===== src/rtl/mem_to_host_packer.sv =====
// mem_to_host_packer
//   Write-back path from AFU local memory to the host. On a rising edge of start
//   while idle, reads num_lines*16 consecutive words from the memory DMA port,
//   packs each group of 16 words into one cache line and pushes it into the DMA
//   write FIFO.
// Ports
//   clk, rst          clock, asynchronous active-high reset
//   start             level; a rising edge while idle begins a transfer
//   base_addr         word address of the first word (sampled at start)
//   num_lines         number of lines to send (sampled at start)
//   mem_en/mem_wr_en  memory request strobe / write enable (write enable is always 0)
//   mem_addr          word address of the current request
//   mem_rdata         read data, qualified by mem_valid
//   full              DMA write FIFO full
//   wr_data/wr_en     packed line and its one-cycle push strobe
//   busy, done        transfer in progress / transfer finished (held until start low)
module mem_to_host_packer #(
  parameter int unsigned CL_ADDR_WIDTH  = 42,
  parameter int unsigned LINE_WIDTH     = 512,
  parameter int unsigned WORD_WIDTH     = 32,
  parameter int unsigned MEM_ADDR_WIDTH = 32
) (
  input  logic                      clk,
  input  logic                      rst,
  input  logic                      start,
  input  logic [MEM_ADDR_WIDTH-1:0] base_addr,
  input  logic [CL_ADDR_WIDTH:0]    num_lines,
  output logic                      mem_en,
  output logic                      mem_wr_en,
  output logic [MEM_ADDR_WIDTH-1:0] mem_addr,
  input  logic [WORD_WIDTH-1:0]     mem_rdata,
  input  logic                      mem_valid,
  input  logic                      full,
  output logic [LINE_WIDTH-1:0]     wr_data,
  output logic                      wr_en,
  output logic                      busy,
  output logic                      done
);

  localparam int unsigned WORDS_PER_LINE = LINE_WIDTH / WORD_WIDTH;
  localparam int unsigned IDX_W          = $clog2(WORDS_PER_LINE);
  localparam int unsigned NL_W           = CL_ADDR_WIDTH + 1;
  localparam logic [IDX_W-1:0] LAST_IDX  = IDX_W'(WORDS_PER_LINE - 1);

  typedef enum logic [2:0] {StIdle, StReq, StWait, StPush, StDone} state_e;

  state_e                    state_q, state_d;
  logic                      start_q;
  logic [MEM_ADDR_WIDTH-1:0] cur_addr_q, cur_addr_d;
  logic [IDX_W-1:0]          word_idx_q, word_idx_d;
  logic [NL_W-1:0]           lines_sent_q, lines_sent_d;
  logic [NL_W-1:0]           num_lines_q, num_lines_d;
  logic [LINE_WIDTH-1:0]     wr_data_q, wr_data_d;
  logic                      accept;

  always_ff @(posedge clk or posedge rst) begin
    if (rst) begin
      state_q      <= StIdle;
      start_q      <= 1'b0;
      cur_addr_q   <= '0;
      word_idx_q   <= '0;
      lines_sent_q <= '0;
      num_lines_q  <= '0;
      wr_data_q    <= '0;
    end else begin
      state_q      <= state_d;
      start_q      <= start;
      cur_addr_q   <= cur_addr_d;
      word_idx_q   <= word_idx_d;
      lines_sent_q <= lines_sent_d;
      num_lines_q  <= num_lines_d;
      wr_data_q    <= wr_data_d;
    end
  end

  always_comb begin
    state_d      = state_q;
    cur_addr_d   = cur_addr_q;
    word_idx_d   = word_idx_q;
    lines_sent_d = lines_sent_q;
    num_lines_d  = num_lines_q;
    wr_data_d    = wr_data_q;
    accept       = 1'b0;

    unique case (state_q)
      StIdle: begin
        if (start && !start_q) begin
          cur_addr_d   = base_addr;
          num_lines_d  = num_lines;
          lines_sent_d = '0;
          word_idx_d   = '0;
          state_d      = (num_lines == '0) ? StDone : StReq;
        end
      end
      StReq: begin
        // A zero-latency memory answers in the request cycle itself.
        accept  = mem_valid;
        state_d = StWait;
      end
      StWait: begin
        accept = mem_valid;
      end
      StPush: begin
        if (!full) begin
          lines_sent_d = lines_sent_q + NL_W'(1);
          state_d      = (lines_sent_q + NL_W'(1) == num_lines_q) ? StDone : StReq;
        end
      end
      StDone: begin
        if (!start) state_d = StIdle;
      end
      default: state_d = StIdle;
    endcase

    if (accept) begin
      wr_data_d[word_idx_q*WORD_WIDTH +: WORD_WIDTH] = mem_rdata;
      cur_addr_d = cur_addr_q + MEM_ADDR_WIDTH'(1);
      if (word_idx_q == LAST_IDX) begin
        word_idx_d = '0;
        state_d    = StPush;
      end else begin
        word_idx_d = word_idx_q + IDX_W'(1);
        state_d    = StReq;
      end
    end
  end

  assign mem_en    = (state_q == StReq);
  assign mem_wr_en = 1'b0;
  assign mem_addr  = cur_addr_q;
  assign wr_data   = wr_data_q;
  assign wr_en     = (state_q == StPush) && !full;
  assign busy      = (state_q == StReq) || (state_q == StWait) || (state_q == StPush);
  assign done      = (state_q == StDone);

endmodule


===== config.mk =====
export PLATFORM = sky130hd
export DESIGN_NAME = mem_to_host_packer
export DESIGN_NICKNAME = d
export VERILOG_FILES = /design/src/rtl/mem_to_host_packer.sv
export SDC_FILE = /design/constraint.sdc
export NUM_CORES = 1
export LEC_CHECK = 0
export CORE_AREA = 2 2 259 261
export DETAILED_ROUTE_END_ITERATION = 16
export DIE_AREA = 0 0 261 263
export GPL_TIMING_DRIVEN = 0
export HOLD_SLACK_MARGIN = 0.05
export PLACE_DENSITY = 0.75
export RECOVER_POWER = 100
export SLEW_MARGIN = 20
export SYNTH_ARGS = -nofsm -noshare
export SYNTH_HDL_FRONTEND = slang
export SYNTH_SLANG_ARGS = --single-unit

===== constraint.sdc =====
create_clock -name clk -period 62.7 [get_ports clk]
set_input_delay 12.54 -clock clk [delete_from_list [all_inputs] [get_ports clk]]
set_output_delay 12.54 -clock clk [all_outputs]
set_load 0.05 [all_outputs]

# ---- Word level (Yosys, flattened, before mapping)
# Index checks and enable logic that the tools add are counted.
dict set report totals {
  output_inout_bits 549
  in_bits 112
  word_cells 61
  regBits 638
}
dict set report op_classes {
  n_eq_ne 12
  n_addsub 4
  n_reduce_logical 16
  n_mux 20
  shift 2
}
# op count
set ops {}
lappend ops {{$bwmux 512} 1}
lappend ops {{$shift 32x34->512 const A} 1}
lappend ops {{$shiftx 32x34->512} 1}
lappend ops {{$mux 32} 3}
lappend ops {{$mux 43} 2}
lappend ops {{$pmux 43 s2} 1}
lappend ops {{$add 43x1->43 const B} 1}
lappend ops {{$eq 43x43->1} 1}
lappend ops {{$logic_not 43->1} 1}
lappend ops {{$neg 9->34} 1}
lappend ops {{$add 32x1->32 const B} 1}
lappend ops {{$mux 3} 6}
lappend ops {{$mux 4} 4}
lappend ops {{$pmux 3 s5} 1}
lappend ops {{$eq 3x2->1 const B} 2}
lappend ops {{$ne 2x2->1 const B} 3}
lappend ops {{$ne 3x3->1 const B} 2}
lappend ops {{$reduce_bool 2->1} 3}
lappend ops {{$add 4x1->4 const B} 1}
lappend ops {{$eq 4x4->1 const B} 1}
lappend ops {{$reduce_and 2->1} 2}
lappend ops {{$reduce_and 4->1} 1}
lappend ops {{$eq 3x1->1 const B} 1}
lappend ops {{$eq 3x3->1 const B} 1}
lappend ops {{other kinds (9)} 12}

# ---- Logic depth before layout (Yosys ltp)
# Gate-level depths: netlist of run 1.
dict set report depth {
  depth_word 6
  mapped_depth 12
  depth_no_buf 9
}

# ---- Least setup slack after synthesis of run 1
# No wires, ideal clock.
dict set report synth_timing {
  kind {input port to output port}
  startpoint {input port full}
  endpoint {output port wr_en}
  arrival_time_ps 13783
  setup_slack_ps 36377
  path_stages 4
  path_cell_list {or3_1 > clkbuf_1 > inv_1 > buf_1}
}
dict set report synth_between {
  elab_chain_cells 2
}
# item line
set synth_rtl {}
lappend synth_rtl {{from (decl)} 33} ;# input logic full,
lappend synth_rtl {{$logic_not 1->1} 132} ;# assign wr_en = (state_q == StPush) && !full;
lappend synth_rtl {{$logic_and 1x1->1} 132}
lappend synth_rtl {{to (decl)} 35} ;# output logic wr_en,
# Every way passes these cells.

# ---- Final worst setup path of run 1
# Ends and elaborated chain as after synthesis.

==> results by group, run 1 <==
Global routing
  – Tot GR Track Use: 30.5%
  – GR Util met3: roughly 9%
  – GR Overflow Total: 0
  – GR Util met2: between 40 and 50%
  – Largest net degree at the start of global routing: roughly 100
  – Number of global-route vias before repair: 23158
  – Initial antenna violation count: 8
  – Grt met1 use: between 30 and 40%
  – First-pass GRT wire length: between 150000 and 200000 um
  – Most Used Layer, Global Route: met2

STA
  – Setup TNS: 0 ns
  – Slew @ Worst Pin: about 5.3 ns
  – Setup ws final: between 30 and 40 ns
  – Fin crit share: 44.7%
  – Worst slew margin: -253%
  – Fmax achieved: between 30 and 40 MHz
  – Final Max Slew Viols: 618
  – Hold WS: between 0.4 and 0.5 ns
  – # setup viols final: 0
  – RSZ-0062 raised after global routing: no
  – Worst Skew: ~0.038 ns
  – Final min period: 28.00 ns
  – Count of final hold-check violations: 0

Outcome
  – Status: complete, but fails checks
  – Violated checks: max-capacitance violations, max-slew violations

Logic synthesis
  – Syn Nets: 2771
  – Register area share after synthesis: slightly above 60%
  – Post-synthesis cell count: 2654
  – Main synth FF type: dfrtp_1
  – Synth warn: 0
  – Avg Inst Size Synth: 9.86 um2
  – Synthesized cell area: 26200 um2
  – Post-synth EDFFs: 0
  – Async SR Flop Fraction: 100%
  – Library cells used by synthesis: 60
  – FF+latch count, synth: ~640

Die
  – Starting density of the core: 39.9%
  – Rows: 94
  – Die ar.: 68600 um2
  – Core Footprint: approximately 66000 um2
  – Die width: 261 um
  – I/O pin count: between 600 and 700
  – Die height: ~260 um

Routing
  – Pre-Repair DR Iteration Count: 6
  – Vias per inst: roughly 5.7
  – Vias: roughly 24000
  – Post-route DRC: 0
  – WL per Instance: 24.9 um
  – Routed Antenna Nets: 0
  – 1st-iter DRT viols: just over 2000
  – Detailed Route WL: 107000 um

Power
  – Cell Int Power: about 0.95 mW
  – Sequential power share: between 30% and 40%
  – Net Sw Frac: a little under half
  – Clock Power Share: between 20% and 30%
  – Comb pwr share: 43.9%
  – Leakage: around 17 nW
  – Final Power: between 1.5 and 2 mW
  – P_sw: 0.842 mW
  – PwrDens: 49.6 nW/um2
  – Maximum VDD drop: between 0.03 and 0.04 mV

Setup path
  – Worst EP arrival: 15.46 ns
  – Flop-to-flop setup slack: ~59 ns
  – R2r endpoint: wr_data[212]
  – Critical path capture point type: primary output
  – Critical path class: primary input to primary output
  – R2R depth: 8
  – WP data required: between 50 and 60 ns
  – CP max FO: 10
  – Startpoint types: primary input
  – Worst r2r src: word_idx_q[0]

CTS
  – CTS Buffer Depth: 3
  – Setup repair bufs after CTS: 0
  – Clk slew on worst S/H paths: ~0.060 ns
  – CTS Hold Bufs: 0
  – Clock sink total: roughly 640
  – CTS tree: done
  – Total CTS buffers: a little under 70
  – H-tree depth: 3
  – CTS root buffer: clkbuf_16
  – Gates resized, CTS repair: 0
  – Worst skew pair latency: roughly 0.63 ns

Run
  – Max cap viols: 7

Layout
  – Final net count: 3507
  – Layout cell share with drive strength beyond 1: approximately 4.5%
  – Synth-to-layout area growth: 38.1%

Hold path
  – Hold Crit Depth: 2
  – Hold Crit Class: flop to flop
  – Beginning of the worst hold path: wr_data[220]
  – Endpoint, Worst Hold: wr_data[220]

Placed design
  – DP Worst Slack: between 30 and 40 ns
  – GPL Wtd Cong: roughly 0.94
  – I/O Buffers: about 660
  – Hpwl dp: between 80000 and 90000 um
final cells by class:
type,count,area [um2]
diodes,3,7.51
clock inverters,27,399
repair buffers,666,6620
well taps,864,1080
inverters,10,38.8
fillers,5720,29500
plain buffers,173,654
flip-flops and latches,638,16000
clock buffers,90,1860
multi-input cells,1833,9530
power by group through the flow:
stage / clock network, mW / logic [mW] / registers [mW]
after global routing: 0.439 / 0.825 / 0.599
after global placement: 0 / 0.804 / 0.595
after CTS: 0.421 / 0.819 / 0.590
after detailed placement: 0 / 0.815 / 0.596
after floorplan: 0 / 0.195 / 0.884
final: 0.417 / 0.788 / 0.588
worst max-delay path, stage by stage:
cell and delay [ns]:
dlygate4sd3_1 0.58, or3_1 0.35, clkbuf_1 0.20, inv_1 0.30, buf_1 0.50, dlygate4sd3_1 0.99
how the worst max path moves through the flow:
stage | from | end | slack (ns) | cells after the start
2_1_floorplan | rst | lines_sent_q[0] | 32.29 | 1
3_3_place_gp | rst | mem_addr[0] | 24.75 | 2
3_5_place_dp | full | wr_en | 34.90 | 6
4_1_cts | full | wr_en | 34.88 | 6
5_1_grt | full | wr_en | 34.63 | 6
6_report | full | wr_en | 34.70 | 6
registers in the layout (all words and copies together), names as in the netlist:
register / flops
lines_sent_q: 43
mem_addr: 32
num_lines_q: 43
start_q: 1
state_q: 3
word_idx_q: 4
wr_data: 512
layer usage:
metal / vias up / wire length, um
met5: - / 41
met1: 12154 / 41800
li1: 10660 / -
met2: 1223 / 48600
met3: 277 / 10900
met4: 6 / 5870
stage by stage:
stage	cell area [um2]	std cells	utilization, %
after floorplan	26200	2654	-
after global placement	33900	4177	51.6
after detailed placement	34100	4184	51.9
after CTS	36300	4301	55.3
after global routing	36200	4303	55.1
final	36200	4304	55.1
synthesized netlist by cell type, types with 3 or more instances:
master / n / area (um2)
a211oi_1: 9 / 67.6
nand2_1: 763 / 2860
o31ai_1: 164 / 1230
o221a_2: 5 / 56.3
nor4_1: 18 / 113
xor2_1: 22 / 193
nand4_1: 25 / 156
a311oi_1: 5 / 43.8
or4_1: 3 / 22.5
mux2_2: 31 / 349
and2_1: 14 / 87.6
a31oi_1: 8 / 50.1
o21ai_0: 416 / 2080
clkbuf_1: 163 / 612
and4_1: 13 / 114
inv_1: 10 / 37.5
and3_1: 14 / 87.6
nor3b_1: 5 / 37.5
nand3b_1: 3 / 22.5
or3_1: 7 / 43.8
nand3_1: 43 / 215
a21o_1: 3 / 22.5
nor3_1: 22 / 110
nor2b_1: 7 / 43.8
o211ai_1: 4 / 30.0
xnor2_1: 42 / 368
mux2i_1: 4 / 40.0
o41ai_1: 6 / 52.6
nor4b_1: 6 / 52.6
buf_1: 8 / 30.0
a21oi_1: 29 / 145
dfrtp_1: 638 / 16000
ha_1: 5 / 62.6
a221o_1: 5 / 50.1
o311ai_0: 3 / 26.3
nor2_1: 93 / 349
o22ai_1: 6 / 37.5
nor4_2: 4 / 50.1
cell families (layout without fill, tap and decap cells):
family / after synthesis / in the layout / synth area share (%)
mux: 35 / 35 / 1.49
compound gates: 679 / 679 / 15.4
buf+inv: 183 / 966 / 2.64
xor+xnor: 64 / 64 / 2.14
other cells: 1 / 4 / 0.0143
simple gates: 1049 / 1049 / 17.1
flops: 638 / 638 / 61.0
fa+ha+maj: 5 / 5 / 0.239
layout by cell type (no fill, tap or decap), drive strengths merged, types with 23 or more instances in the layout:
master | netlist | layout
a21oi | 29 | 29
clkbuf | 164 | 265
clkdlybuf4s50 | 0 | 106
dfrtp | 638 | 638
dlygate4sd3 | 0 | 553
mux2 | 31 | 31
nand2 | 763 | 763
nand3 | 46 | 46
nand4 | 25 | 25
nor2 | 93 | 93
nor4 | 23 | 23
o21ai | 416 | 416
o31ai | 164 | 164
xnor2 | 42 | 42
Note: power is estimated with default switching activity, not from simulation.
==> run 2, diff against run 1 <==
- clock period: 62.7 -> 29.3 ns (I/O delays scaled with it)
==> results of run 2 <==
The final DEF is identical to that of run 1. Status: complete, but fails checks: max-capacitance violations, max-slew violations.
Among the figures that moved: setup slack after placement 34.90 ns -> 14.86 ns; setup slack after layout 34.70 ns -> 11.67 ns; start point of the critical path full -> rst; end point of the critical path wr_en -> mem_addr[6]; register-to-register setup slack 58.56 ns -> 25.16 ns; total power 1.79 mW -> 3.84 mW; worst IR drop on VDD 0.0350 mV -> 0.0749 mV
==> run 3, diff against run 2 <==
- clock period: 29.3 -> 17.55 ns (I/O delays scaled with it)
==> results by group, run 3 (synthesis gave the netlist of run 1 again) <==
Routing
  – Detailed Route WL: 108000 um (+0.93%)
  – Vias: 24708 (+1.6%)
  – DRT met1 WL: 42600 um (+1.7%)
  – Pre-Repair DR Iteration Count: 6 (unchanged)
  – Metal2 WL: 48700 um (+0.14%)
  – 1st-iter DRT viols: 2665 (+31%)
  – Vias per inst: 5.70 (+0.80%)
  – Met3 wire len: 10700 um (-2.2%)
  – Top Layer Used: met5
  – Routed Antenna Nets: 0 (unchanged)
  – Post-route DRC: 0 (unchanged)
  – WL per Instance: 25.0 um (+0.14%)

Power
  – Leakage: 17.2 nW (+0.85%)
  – Maximum VDD drop: between 0.1 and 0.15 mV
  – Final Power: ~6.5 mW
  – PwrDens: 178 nW/um2

Layout
  – Fin area: 36500 um2 (+0.89%)
  – Max reg flops: 512 (unchanged)
  – Synth-to-layout area growth: 39.4%
  – Register area: 16000 um2 (unchanged)
  – Fillers: 5764 (+0.77%)
  – Area of the multi-input gates: 9530 um2 (unchanged)
  – Final net count: 3526 (+0.54%)
  – Most frequent cells in the layout: nand2_1, dfrtp_1, dlygate4sd3_1
  – Most common cell after layout, fill and taps aside: nand2_1
  – Layout cell share with drive strength beyond 1: 4.88% (+0.40 points)

CTS
  – CTS Hold Bufs: 0 (unchanged)
  – H-tree depth: 3 (unchanged)
  – CTS root buffer: clkbuf_16
  – Clock sink total: 638 (unchanged)
  – Total CTS buffers: 71 (+4.4%)
  – CTS Buffer Depth: 3 (unchanged)
  – CTS tree: done
  – Gates resized, CTS repair: 0 (unchanged)
  – Clk slew on worst S/H paths: 0.06 ns (about the same)
  – Worst skew pair latency: 0.64 ns (about the same)
  – Setup repair bufs after CTS: 0 (unchanged)

Outcome
  – Status: complete, but fails checks
  – Violated checks: max-capacitance violations, max-slew violations

STA
  – Worst Skew: 0.0323 ns (-0.00616 ns)
  – Fin crit share: 68.0%
  – Slew @ Worst Pin: 1.83 ns (-3.47 ns)
  – Fmax achieved: between 80 and 90 MHz
  – Setup ws final: ~5.6 ns
  – # setup viols final: 0 (unchanged)
  – Final Max Slew Viols: 419 (-32%)
  – Worst slew margin: -21.7% (+230 points)
  – Count of final hold-check violations: 0 (unchanged)
  – Final min period: 11.93 ns
  – RSZ-0062 raised after global routing: no
  – Setup TNS: 0 ns (unchanged)

Placed design
  – Hpwl dp: 81600 um (+1.0%)
  – DP Worst Slack: around 8 ns
  – Placed instance area: 34300 um2 (+0.86%)
  – GPL Wtd Cong: 0.934 (-0.75%)
  – I/O Buffers: 659 (unchanged)

Setup path
  – R2r endpoint: wr_data[211]
  – Flop-to-flop setup slack: approximately 13 ns
  – Critical path capture point type: asynchronous set/reset pin
  – CP max FO: 32
  – WP data required: 17.94 ns
  – Startpoint types: primary input
  – Worst r2r src: word_idx_q[0]
  – R2R depth: 8 (unchanged)
  – Critical path class: primary input to asynchronous set/reset pin
  – Worst EP arrival: roughly 12 ns

Global routing
  – First-pass GRT wire length: 159000 um (+2.1%)
  – Number of global-route vias before repair: 23815 (+2.8%)
  – GR Overflow Total: 0 (unchanged)
  – Tot GR Track Use: 31.0% (+0.51 points)
  – Largest net degree at the start of global routing: 35 (-66%)
  – Initial antenna violation count: 4 (-4)

Hold path
  – Endpoint, Worst Hold: wr_data[493]
  – Hold Crit Class: flop to flop
  – Hold Crit Depth: 2 (unchanged)
  – Beginning of the worst hold path: wr_data[493]

Die
  – Die width: 261 um (unchanged)
  – Rows: 94 (unchanged)
  – Core Footprint: 65600 um2 (unchanged)
  – I/O pin count: 661 (unchanged)
  – Die height: 263 um (unchanged)
  – Die ar.: 68600 um2 (unchanged)
  – Starting density of the core: 39.9% (unchanged)

Run
  – Max cap viols: 13 (+6)
## run 3: cell count changes in the layout (fill, tap and decap cells not counted)
| cell | previous run | this run |
|---|---|---|
| clkinv_8 | 0 | 2 |
| buf_12 | 0 | 2 |
| clkbuf_16 | 68 | 72 |
| clkbuf_1 | 188 | 202 |
| clkbuf_8 | 8 | 18 |
| clkinvlp_4 | 3 | 2 |
| clkinv_2 | 10 | 12 |
| diode_2 | 3 | 8 |
| clkinv_16 | 1 | 3 |
| bufinv_16 | 7 | 5 |
| inv_16 | 3 | 1 |
| inv_6 | 2 | 0 |
## run 3: power breakdown
group	switching [mW]	total, mW	internal [mW]
logic	2.11	2.81	0.704
registers	0.272	2.11	1.83
clock network	0.654	1.57	0.917
total	3.04	6.49	3.46
## run 3: metal layers
layer  up-vias  track usage, %
met2      1318            47.0
met3       299            8.25
met1     12359            40.6
met4         4            16.3
li1      10728               -
met5         -               0
## run 3: layout make-up
cell class | count | area share [%]
tap | 864 | 2.96
buffer | 173 | 1.79
clock buffer | 104 | 5.76
clock inverter | 26 | 1.03
timing repair buffer | 682 | 18.4
antenna | 8 | 0.0549
sequential | 638 | 43.8
inverter | 10 | 0.106
multi-input combinational | 1833 | 26.1
## run 3: how the worst max path moves through the flow
stage                     start  slack [ns]               to  cells after the start
after floorplan             rst        5.33  lines_sent_q[0]                      1
after detailed placement   full        7.77            wr_en                      6
after global placement      rst        1.17     wr_data[327]                      2
after global routing        rst        4.09      wr_data[62]                      8
final                       rst        5.62      wr_data[62]                      8
after CTS                  full        7.76            wr_en                      6
## run 3: critical path, stage by stage
cell	delay [ns]
dlygate4sd3_1	0.55
clkinvlp_2	0.48
clkbuf_1	1.23
clkbuf_1	1.20
clkbuf_1	1.34
clkbuf_1	1.27
clkbuf_1	1.36
clkbuf_1	1.33
## run 3: per-stage QoR
stage          cells  hold WS, ns  utilization (%)
6_report        4338        0.468             55.6
5_1_grt         4332        0.487             55.6
4_1_cts         4330        0.473             56.1
3_5_place_dp    4200        0.459             52.3
3_3_place_gp    4177        0.458             51.6
2_1_floorplan   2654        0.464                -
